<file path="src/rtl/mbf_out_pack.sv">
// mbf_out_pack: tags decimator samples with channel/sequence and buffers them in a FWFT FIFO.
module mbf_out_pack #(
    parameter int DATA_WIDTH  = 24,
    parameter int FIFO_DEPTH  = 16,
    parameter int LEVEL_WIDTH = 5
) (
    input  logic                   CLK,
    input  logic                   nRST,
    input  logic [DATA_WIDTH-1:0]  Data_In,
    input  logic                   Data_In_Valid,
    input  logic [3:0]             Data_In_ChIdx,
    input  logic [15:0]            Chan_Enable_Mask,
    output logic [31:0]            Data_Out,
    output logic                   Data_Out_Valid,
    input  logic                   Data_Out_Ready,
    output logic [LEVEL_WIDTH-1:0] Fifo_Level,
    output logic [15:0]            Overflow_Cnt,
    input  logic                   Overflow_Clr
);
    localparam int PW = $clog2(FIFO_DEPTH);
    logic [31:0] mem [FIFO_DEPTH];
    logic [PW-1:0] rdPtr, wrPtr;
    logic [3:0] seqCnt [16];
    logic [LEVEL_WIDTH-1:0] level;
    logic [23:0] sample;
    logic accept, pop, full, push, drop;
    assign sample = 24'(signed'(Data_In));
    assign accept = Data_In_Valid && Chan_Enable_Mask[Data_In_ChIdx];
    assign Data_Out_Valid = level != '0;
    assign pop = Data_Out_Valid && Data_Out_Ready;
    assign full = level == LEVEL_WIDTH'(FIFO_DEPTH);
    // a full buffer still takes the sample when the head word leaves on the same edge
    assign push = accept && (!full || pop);
    assign drop = accept && !push;
    // gating on level makes the output read as zero as soon as reset empties the buffer
    assign Data_Out = Data_Out_Valid ? mem[rdPtr] : '0;
    assign Fifo_Level = level;
    always_ff @(posedge CLK) begin
        if (push) mem[wrPtr] <= {Data_In_ChIdx, seqCnt[Data_In_ChIdx], sample};
    end
    always_ff @(posedge CLK or negedge nRST) begin
        if (!nRST) begin
            rdPtr <= '0;
            wrPtr <= '0;
            level <= '0;
            Overflow_Cnt <= '0;
            for (int i = 0; i < 16; i++) seqCnt[i] <= '0;
        end else begin
            if (accept) seqCnt[Data_In_ChIdx] <= seqCnt[Data_In_ChIdx] + 4'd1;
            if (push) wrPtr <= wrPtr + PW'(1);
            if (pop) rdPtr <= rdPtr + PW'(1);
            level <= level + LEVEL_WIDTH'(push) - LEVEL_WIDTH'(pop);
            if (Overflow_Clr) Overflow_Cnt <= '0;
            else if (drop && !(&Overflow_Cnt)) Overflow_Cnt <= Overflow_Cnt + 16'd1;
        end
    end
endmodule

</file>
<file path="config.mk">
export PLATFORM = sky130hd
export DESIGN_NAME = mbf_out_pack
export DESIGN_NICKNAME = d
export VERILOG_FILES = /design/src/rtl/mbf_out_pack.sv
export SDC_FILE = /design/constraint.sdc
export NUM_CORES = 1
export LEC_CHECK = 0
export CAP_MARGIN = 30
export CORE_ASPECT_RATIO = 0.8
export CORE_MARGIN = 2
export CORE_UTILIZATION = 53
export DETAILED_ROUTE_END_ITERATION = 6
export PLACE_DENSITY = 0.75
export SKIP_CTS_REPAIR_TIMING = 1
export SLEW_MARGIN = 20
export SYNTH_ARGS = -nofsm -noshare
export SYNTH_HDL_FRONTEND = slang
export SYNTH_SLANG_ARGS = --single-unit
</file>
<file path="constraint.sdc">
create_clock -name CLK -period 8.8 [get_ports CLK]
set_clock_uncertainty 0.1 [all_clocks]
set_input_delay 1.76 -clock CLK [delete_from_list [all_inputs] [get_ports CLK]]
set_output_delay 1.76 -clock CLK [all_outputs]
set_load 0.02 [all_outputs]
</file>
==> run summary <==
Layout cells sized above 1: 0.247
Final ANT Viol Nets: 0
Seq pwr share: 0.410
Final #Nets: 1,433
Root Driver: clkbuf_16
Hold Vio Cnt, Final: 0
Compound-cell area share of the yosys netlist: 0.0171
Hold WC Path Type: reg -> reg
FF-to-FF path depth: 17
Synth-to-layout area growth: 15.9%
Synthesized Nets: 1,319
Worst path arrival time: 4.07 ns
Critical Path RT: 6.94 ns
Worst hold stages: 2
Status: completed
Total net switching power: 2.45 mW
Die ar.: 48,300 um^2
Slowest stage delay, CP: 0.82 ns
Antenna violations before repair: 1
Period utilization: 0.673
FF-to-FF setup slack: 5.20 ns
GRT overflow: 0
Simple-Gate Fraction of Synth Area: 0.0548
Lkg Pwr: 9.68 nW
Die height: 197 um
Clock Path Buffers: 3
Hold Path Origin: seqCnt[54]
Setup TNS: 0 ns
Netlist cell types: 48
Worst-margin pin slew: 0.886 ns
Half-perimeter wire length after placement: 29,700 um
Drt total wl: 52,900 um
Combinational share of power: 0.293
Clk slew on worst S/H paths: 0.06 ns
CTS tree: built
Main synth FF type: edfxtp_1
Total Power: 8.61 mW
Multiplexer share of the synthesized area: 0.183
First-pass GRT wire length: 80,400 um
WHS Endpoint: seqCnt[54]
DR pass1 iterations: 5
Post-placement cell area: 26,600 um^2
R2R Path End: Fifo_Level[4]
CP max stage cell: dfrtp_4
Chip Width: 245 um
Adder-Cell Fraction of Synth Area: 0.00740
Number of flops mapped to enable cells by yosys: 512
Yosys warns: 0
Port bufs: 102
Via/cell ratio: 6.20
Cell breakdown of the critical path: buf_12 -> mux4_2 -> mux4_2 -> nor2b_1 -> clkdlybuf4s50_1
Final GP Congestion: 0.781
Row count: 70
Vias in the first global route: 13,100
Cell Area, Synth: 24,700 um^2
WL/cell: 26.1 um
Max Cap Viol: 0
Core Area: 45,800 um^2
Most common cell after layout, fill and taps aside: edfxtp_1
Drc violations: 0
Num ports: 103
CP most frequent cell: mux4_2
Post-synthesis sequential area ratio: 0.717
Syn Area/Cell: 19.7 um^2
# setup viols final: 0
Tmin final: 5.93 ns
Reg2reg start: Fifo_Level[2]
Clock power share: 0.297
Startpoint types: register
Combinational family with the most area after synthesis: multiplexers
Async SR Flop Fraction: 0.154
Max Transition Viols Final: 0
Initial core utilization: 0.539
Worst-path maximum fanout: 103
Via Count: 12,600
H-tree Lvls: 2
Drt initial violations: 1,076
CP endpoint kind: primary output
Max Clk Rate: 0.169 GHz
Total track usage: 0.224
Net Sw Frac: 0.284
Most frequent cells in the layout: edfxtp_1, mux4_2, clkdlybuf4s50_1
Slew headroom: 0.410
Synth Instances: 1,256
Power per cell area: 301 nW/um^2
Synth Area in XOR/XNOR: 0.00390
Worst-Skew Late Latency: 0.59 ns
Largest net degree at the start of global routing: 104
Setup CP Type: reg -> out
CTS buffer count: 55
Internal power: 6.17 mW
# clock sinks: 605
Yosys reg bits: 605
Design Area, Final: 28,600 um^2
RSZ-0062 raised after global routing: no
Worst vdd ir: 0.216 mV
[synth_stat cells (all sizes together), types with 6 or more instances]
library cell / count / area (um^2)
edfxtp: 512 / 15400
mux4: 183 / 4140
dfrtp: 93 / 2330
nand2: 57 / 214
nor2b: 50 / 313
nand3: 45 / 225
clkbuf: 39 / 148
nor2: 37 / 139
buf: 33 / 201
o21ai: 33 / 165
mux2: 30 / 342
nand4: 20 / 125
a311o: 16 / 160
inv: 16 / 60.1
and3: 14 / 87.6
ha: 13 / 163
and2: 7 / 43.8
nor4: 7 / 43.8
xnor2: 7 / 61.3
a21oi: 6 / 30.0
[cells by family (layout without fill, tap and decap cells)]
logic type               count (synthesis)  after routing
AO/OA/AOI/OAI                           64             64
XOR/XNOR                                11             11
adder cells (fa/ha/maj)                 14             14
buffers and inverters                   88            248
flip-flops                             605            605
multiplexers                           216            216
other                                    0              2
AND/OR/NAND/NOR                        258            258
[per-layer routing]
| layer | vias up | global-route usage | share of wire |
|---|---|---|---|
| li1 | 5346 | - | - |
| met1 | 6636 | 0.324 | 0.42 |
| met2 | 529 | 0.363 | 0.49 |
| met3 | 76 | 0.0368 | 0.069 |
| met4 | 0 | 0.0567 | 0.019 |
| met5 | - | 0 | 0 |
[power by group through the flow]
stage | registers (mW) | logic [mW] | clock network (mW)
after detailed placement | 3.59 | 2.55 | 0
after global placement | 3.60 | 2.44 | 0
after floorplan | 3.47 | 1.77 | 0
after CTS | 3.53 | 2.57 | 2.59
final | 3.53 | 2.53 | 2.56
after global routing | 3.56 | 2.70 | 2.70
[how the worst max path moves through the flow]
| stage | depth (start not counted) | endpoint | from |
|---|---|---|---|
| after floorplan | 18 | Fifo_Level[4] | Data_In_ChIdx[0] |
| after global placement | 7 | seqCnt[22] | Data_In_ChIdx[3] |
| after detailed placement | 16 | Fifo_Level[4] | Data_In_ChIdx[3] |
| after CTS | 5 | Data_Out[15] | rdPtr[0] |
| after global routing | 5 | Data_Out[15] | rdPtr[0] |
| final | 5 | Data_Out[15] | rdPtr[0] |
[worst max-delay path, delay by kind of cell (launching register included)]
family,cells,cell delay [ns]
buffers and inverters,2,1.23
DFF,1,0.82
muxes,2,1.15
and+or+nand+nor,1,0.17
[registers in the layout (all words and copies together) (netlist names)]
signal	cells
wrPtr	4
rdPtr	4
Fifo_Level	5
seqCnt	64
mem	512
Overflow_Cnt	16
[area by class of cell]
| type | count | area [um^2] |
|---|---|---|
| multi-input cells | 563 | 6610 |
| well taps | 612 | 766 |
| repair buffers | 129 | 1490 |
| clock buffers | 60 | 1400 |
| flip-flops and latches | 605 | 17700 |
| inverters | 16 | 60.1 |
| diodes | 2 | 5.00 |
| clock inverters | 43 | 563 |
| fillers | 3091 | 17200 |
[per-stage QoR]
step / worst slack (ns) / hold WS [ns] / utilization / instances
after floorplan: 4.09 / 0.342 / - / 1256
after CTS: 2.75 / 0.381 / 0.624 / 2027
after global placement: 2.77 / 0.353 / 0.573 / 1907
after global routing: 2.61 / 0.393 / 0.624 / 2029
after detailed placement: 2.62 / 0.366 / 0.581 / 1924
final: 2.87 / 0.378 / 0.625 / 2030
No activity file was read; power rests on OpenSTA's default activity.
